File: config.mk
export PLATFORM = sky130hd
export DESIGN_NAME = act_pingpong_buffer
export DESIGN_NICKNAME = d
export VERILOG_FILES = /design/src/rtl/act_pingpong_buffer.sv
export SDC_FILE = /design/constraint.sdc
export NUM_CORES = 2
export LEC_CHECK = 0
export ABC_AREA = 1
export CAP_MARGIN = 25
export CORE_MARGIN = 3
export CORE_UTILIZATION = 50
export CTS_CLUSTER_DIAMETER = 120
export DETAILED_ROUTE_END_ITERATION = 8
export HOLD_SLACK_MARGIN = 0.02
export PLACE_DENSITY = 0.68
export SLEW_MARGIN = 0
export SYNTH_ARGS = -nofsm -noshare
export SYNTH_HDL_FRONTEND = slang
export SYNTH_SLANG_ARGS = --single-unit
export TNS_END_PERCENT = 5
File: constraint.sdc
create_clock -name clk -period 4 [get_ports clk]
set_clock_uncertainty 0.05 [all_clocks]
set_input_delay 1 -clock clk [delete_from_list [all_inputs] [get_ports clk]]
set_output_delay 1 -clock clk [all_outputs]
set_load 0.01 [all_outputs]
File: src/rtl/act_pingpong_buffer.sv
// ---------------------------------------------------------------------------
// act_pingpong_buffer
//   Double-buffered activation store between two NN layers. The producer
//   fills the write bank while the consumer reads the other bank. A bank
//   becomes readable when the producer marks the end of a layer with wr_last.
//   It becomes writable again when the consumer releases it with rd_done.
//
//   Optional build macro: ACT_RELU_EN
//     When defined, negative write data is stored as zero (fused ReLU).
//
// Ports
//   clk       system clock, all logic on posedge
//   rst_n     asynchronous active-low reset
//   wr_en     write request
//   wr_addr   word address within the current write bank
//   wr_data   signed write data
//   wr_last   final write of a layer (only meaningful with wr_en)
//   wr_ready  current write bank is not full
//   wr_count  in-range writes accepted into the current write bank
//   rd_en     read request
//   rd_addr   word address within the current read bank
//   rd_done   reader releases the current read bank
//   rd_avail  current read bank is full and readable
//   rd_data   registered read data (1-cycle latency)
//   rd_valid  single-cycle pulse: rd_data updated
//   oob_err   sticky out-of-range address flag
// ---------------------------------------------------------------------------
module act_pingpong_buffer #(
    parameter int DATA_W = 32,
    parameter int DEPTH  = 64,
    parameter int ADDR_W = 16
) (
    input  logic              clk,
    input  logic              rst_n,
    input  logic              wr_en,
    input  logic [ADDR_W-1:0] wr_addr,
    input  logic [DATA_W-1:0] wr_data,
    input  logic              wr_last,
    output logic              wr_ready,
    output logic [ADDR_W-1:0] wr_count,
    input  logic              rd_en,
    input  logic [ADDR_W-1:0] rd_addr,
    input  logic              rd_done,
    output logic              rd_avail,
    output logic [DATA_W-1:0] rd_data,
    output logic              rd_valid,
    output logic              oob_err
);

    localparam int IDX_W = (DEPTH > 1) ? $clog2(DEPTH) : 1;
    // One extra bit so DEPTH == 2**ADDR_W still compares correctly.
    localparam logic [ADDR_W:0] DEPTH_C = (ADDR_W + 1)'(DEPTH);

    logic [DATA_W-1:0] mem [2][DEPTH];

    logic [1:0]        full;
    logic [1:0]        full_nxt;
    logic              wr_sel;
    logic              rd_sel;

    logic              wr_acc;
    logic              wr_in_range;
    logic              rd_acc;
    logic              rd_in_range;
    logic              rd_release;
    logic [IDX_W-1:0]  wr_idx;
    logic [IDX_W-1:0]  rd_idx;
    logic [DATA_W-1:0] wr_store;

    assign wr_ready    = ~full[wr_sel];
    assign rd_avail    = full[rd_sel];

    assign wr_acc      = wr_en & wr_ready;
    assign wr_in_range = ({1'b0, wr_addr} < DEPTH_C);
    assign rd_acc      = rd_en & rd_avail;
    assign rd_in_range = ({1'b0, rd_addr} < DEPTH_C);
    assign rd_release  = rd_done & rd_avail;

    assign wr_idx      = wr_addr[IDX_W-1:0];
    assign rd_idx      = rd_addr[IDX_W-1:0];

`ifdef ACT_RELU_EN
    assign wr_store = wr_data[DATA_W-1] ? '0 : wr_data;
`else
    assign wr_store = wr_data;
`endif

    // Storage is deliberately not reset.
    always_ff @(posedge clk) begin
        if (wr_acc && wr_in_range) begin
            mem[wr_sel][wr_idx] <= wr_store;
        end
    end

    // A completing write and a release always hit different banks (the write
    // bank is never full, the read bank always is), so both can apply.
    always_comb begin
        full_nxt = full;
        if (wr_acc && wr_last) begin
            full_nxt[wr_sel] = 1'b1;
        end
        if (rd_release) begin
            full_nxt[rd_sel] = 1'b0;
        end
    end

    always_ff @(posedge clk or negedge rst_n) begin
        if (!rst_n) begin
            full     <= 2'b00;
            wr_sel   <= 1'b0;
            rd_sel   <= 1'b0;
            wr_count <= '0;
            rd_data  <= '0;
            rd_valid <= 1'b0;
            oob_err  <= 1'b0;
        end else begin
            full <= full_nxt;

            if (wr_acc && wr_last) begin
                wr_sel   <= ~wr_sel;
                wr_count <= '0;
            end else if (wr_acc && wr_in_range) begin
                wr_count <= wr_count + ADDR_W'(1);
            end

            if (rd_release) begin
                rd_sel <= ~rd_sel;
            end

            // A read in the same cycle as rd_done still uses the old rd_sel.
            rd_valid <= rd_acc;
            if (rd_acc) begin
                rd_data <= rd_in_range ? mem[rd_sel][rd_idx] : '0;
            end

            if ((wr_acc && !wr_in_range) || (rd_acc && !rd_in_range)) begin
                oob_err <= 1'b1;
            end
        end
    end

endmodule

# After elaboration in Yosys (flattened, before gate mapping)
# Memories as Yosys holds them, arrays and structs flattened.
# Cells that the tools add are included.
# word_totals
reg_bits,54
ram_bits,4096
mem_count,1
# mem_list
name,depth,width,rd,rd_ports_with_merged_regs,wr,line,text
mem,2,2048,1,0,1,54,logic [DATA_W-1:0] mem [2][DEPTH];
# classes
n_addsub,1
magnitude_cmp,9
n_mux,20
bitwise_logic,11
n_reduce_logical,11
# ops
op,n
$mux W2048,1
$bmux W32 S6,1
$demux W32 S6,1
$mux W32,4
$lt A16 B7 Y1 const B,2
$mux W16,2
$add A16 B1 Y16 const B,1
$ge A7 B7 Y1 const B,2
$not A6 Y7,2
$logic_and A1 B1 Y1,7
$lt A7 B1 Y1 const B,1
$mux W1,7
$lt A1 B2 Y1 const B,2
$mux W2,2
$and A1 B1 Y1,3
$not A1 Y1,3
$and A2 B2 Y2,1
$demux W1 S1,2
$ge A1 B1 Y1 const B,2
$logic_not A1 Y1,2
$not A2 Y2,1
$or A2 B2 Y2,1
$reduce_bool A2 Y1,1
$logic_or A1 B1 Y1,1

# Longest topological paths before layout
# depth
ltp_word,8
ltp_mapped,15
ltp_nobuf,11

# Worst setup path before layout
# OpenSTA, ideal clock, no wires.
# synth_timing
path_type,input port to flip-flop
start,in wr_addr[11]
end,mem mem[0][1472] (netlist bit) (enable)
setup_time_ns,0.461
t_arrival_ns,4.257
required_time_ns,3.489
setup_slack_ns,-0.768
path_stages,8
cell_sequence,nor2_1 -> nand4_1 -> nor3_1 -> nand2_2 -> nor2_4 -> nand3_2 -> buf_2 -> nor3_1
# synth_between
elab_chain_cells,4
# synth_rtl
element,line,text
from (decl),36,"input logic [ADDR_W-1:0] wr_addr,"
$lt A16 B7 Y1,74,"assign wr_in_range = ({1'b0, wr_addr} < DEPTH_C);"
$logic_and A1 B1 Y1,90,if (wr_acc && wr_in_range) begin
$mux W1,90,
$mux W2048 (not written as such),91,mem[wr_sel][wr_idx] <= wr_store;
to (decl),54,
# No other way between the ends.

# Final worst setup path
# layout_timing
start,reg rd_sel
end,out rd_avail
# layout_between
elab_chain_cells,2
# layout_rtl
element,line,text
from (decl),59,logic rd_sel;
from (signal assigned),127,rd_sel <= ~rd_sel;
$mux W1 (not written as such) (2 in series),71,assign rd_avail = full[rd_sel];
to (decl),44,"output logic rd_avail,"
# No other way between the ends. The select of a mux whose other input is x is not followed.

==> flow_summary.toml <==
[status]
outcome = "complete, no violations"

[setup_path]
cp_common_cell = "nand2_1"
crit_start = "rd_sel"
worst_ep_required_time_ns = 2.95
criticalPathCategory = "flip-flop to primary output"
cp_num_buf_inv = 2
critical_path.top_delay_family = "buffers and inverters"
worst-path-max-fanout = 85
crit_path_max_incr_delay_ns = 0.59
critical_path.reg2reg.startpoint = "rd_sel"
timing.critical_path.cells = "clkinv_16, nand2_1, nand2_1, clkdlybuf4s50_1"
cp_data_arrival_time_ns = 2.60
setup.worst_path.start_class = "flip-flop"
highest_delay_cell_along_the_critical_path = "dfrtp_4"
critPathCaptureType = "primary output"

[sta]
tightestPinTransition_ns = 1.098
timing.fmax_ghz = 0.2740
post-route-period-util_pct = 91.24
max_slew_margin_pct = 26.77
setup_violations = 0
min_period_ns = 3.650
finalHoldViolCount = 0
timing_max_transition_violations_final = 0
setup_repair_after_global_routing_missed_its_margin = "no"

[cells_and_area]
drive_above_1_share_pct = 9.538
instances_no_fill = 18570
nNetsFinal = 13920
area.growth.synth_to_final_pct = 14.21
finalInstanceArea_um2 = 190600

[synth]
postSynth.topFlopCell = "edfxtp_1"
postSynthNetCount = 13740
post_synthesis_register_bit_count = 4150
synthDistinctLibCells = 30
synth_area_leaders = "edfxtp_1, nand3_1, nand2_1, buf_2, dfrtp_1"
post-synth-top-count-cell = "nand2_1"
register_area_share_after_synthesis_pct = 74.53
proportion_of_netlist_area_held_by_the_largest_area_contributor_pct = 73.72
async_flop_share_pct = 1.301
synth_cells = 13670
synth_top_cells_by_count = "nand2_1, edfxtp_1, nand3_1, buf_2, clkbuf_1"
netlist_area_um2 = 166800
number_of_synthesized_flops_with_an_enable_pin = 4096
synthesized_area_divided_by_synthesized_cell_count_um2 = 12.20
synthesis.yosys.warnings = 0
cell_type_contributing_the_most_total_cell_area_after_synthesis = "edfxtp_1"

[global_route]
first_pass_grt_wire_length_um = 700700
maximum_number_of_pins_on_one_net_before_global_route_repair = 146
antenna_found_initial = 27
track_usage_pct = 27.68
first_global_vias = 104100
globalRoute.totalOverflow = 0

[floorplanning]
initial_core_util_pct = 50.36
core.rowCount = 211
dieArea_um2 = 340700
die_w_um = 583.7
chipHeight_um = 583.7
core_um2 = 331300
design.portCount = 122

[routing]
met3WireLength_um = 54240
detail_route.drc_violations = 0
wl_met1_um = 184300
num_vias = 110800
first_iter_violations = 16250
detail_route_met2_wl_um = 220100
post_route_ant_nets = 0
route.detailed.vias_per_inst = 5.967
wl_per_cell_um = 25.88
detailedRoute.firstPassIterationCount = 6
highest-signal-layer = "met5"
route.final.wire_length_um = 480700

[cts]
clock_tree.root_cell = "clkbuf_16"
numCtsBuffers = 414
cts.sinks = 4150
cts-root-to-sink-buffers = 4
post_cts.repair.setup_buffers = 0
tritoncts = "done"
cts.clk_slew.worst_paths_ns = 0.06
clock_latency_reported_for_the_late_side_of_the_worst_skew_pair_ns = 0.96
post_cts_resize_count = 0
depth_of_the_cts_h_tree = 5

[hold_path]
worst_hold_startpoint = "wr_data[5]"
worst_min_delay_path_class = "input port to flip-flop"

[placed_design]
place_inst = 17800
portBuffers = 121
hpwl_um = 297500
globalplace.congestion = 0.9526
place_area_um2 = 177200

[power_and_ir_drop]
power_density_nw_per_um2 = 574.7
vdd_drop_max_uv = 452.0
p_leak_nw = 66.74

[job]
maxCapViolCount = 0
## final timing paths
check,endpoint,slack (ns),cells past startpoint
max reg2reg,rd_data[28],0.59,13
min,mem[0][1605],0.29,1
max in group asynchronous,rd_data[0],2.53,3
min reg2reg,oob_err,0.44,2
max,rd_avail,0.35,4
min in group asynchronous,wr_count[7],0.59,2
## power by group
| part | internal, W | switching, W |
|---|---|---|
| registers | 0.0478 | 0.0000965 |
| logic | 0.00625 | 0.0169 |
| clock network | 0.0221 | 0.0163 |
## cell families after synthesis
kind of cell | after synthesis | share of synthesized area, %
multiplexers | 1 | 0.005999
adder cells (fa/ha/maj) | 1 | 0.007498
AO/OA/AOI/OAI | 24 | 0.07949
XOR/XNOR | 7 | 0.03675
buffers and inverters | 972 | 2.997
flip-flops | 4150 | 74.53
AND/OR/NAND/NOR | 8516 | 22.34
## repair_timing
| action | CTS | global route |
|---|---|---|
| setup endpoints to repair | 0 | 0 |
| hold endpoints to repair | 16 | 0 |
| hold buffers | 1 | 0 |
## flip-flops by register name, summed over array words and instances (netlist names)
signal,cells
mem,4096
rd_data,32
wr_count,16
full,2
oob_err,1
rd_sel,1
rd_valid,1
wr_sel,1
## layout make-up
cell class	count	area, um2
fillers	25790	140800
flip-flops and latches	4150	124400
multi-input cells	8549	38150
clock buffers	512	11010
repair buffers	697	9014
well taps	4366	5463
clock inverters	254	2342
inverters	34	192.7
diodes	12	30.03
## layout by cell type, fill, tap and decap left out, types with 4 or more instances in the layout
master	count
nand3_2	8
nor2_1	11
nor4_1	5
dfrtp_1	52
clkinv_2	90
xor2_1	7
clkinvlp_4	11
clkbuf_1	81
clkbuf_8	7
inv_16	5
clkdlybuf4s50_1	83
bufinv_16	41
o31ai_1	4
nand2_1	4319
buf_4	325
nand4_1	8
nand3_1	4020
nor3_1	11
nor3_2	127
inv_1	27
buf_12	283
edfxtp_1	4096
o21ai_0	13
inv_6	10
clkinv_1	94
clkbuf_16	424
diode_2	12
a21oi_1	5
## routing by layer
metal | up-vias | GRT usage (%)
li1 | 49350 | -
met1 | 54070 | 38.77
met2 | 6436 | 42.51
met3 | 976 | 5.541
met4 | 6 | 11.60
met5 | - | 0
## per-stage QoR
step                      utilization (%)  hold WS, ns  total power [W]   TNS, ns  setup WS [ns]
final                               57.51       0.2949           0.1095         0         0.3503
after global routing                57.51       0.2565           0.1136         0         0.2243
after CTS                           57.50       0.2266           0.1096         0         0.2337
after detailed placement            53.47       0.4263          0.07160         0         0.1876
after global placement              53.47       0.4282          0.07135         0         0.1718
after floorplan                         -       0.4294          0.06394  -2841.13        -0.7680
No activity file was read; power rests on OpenSTA's default activity.
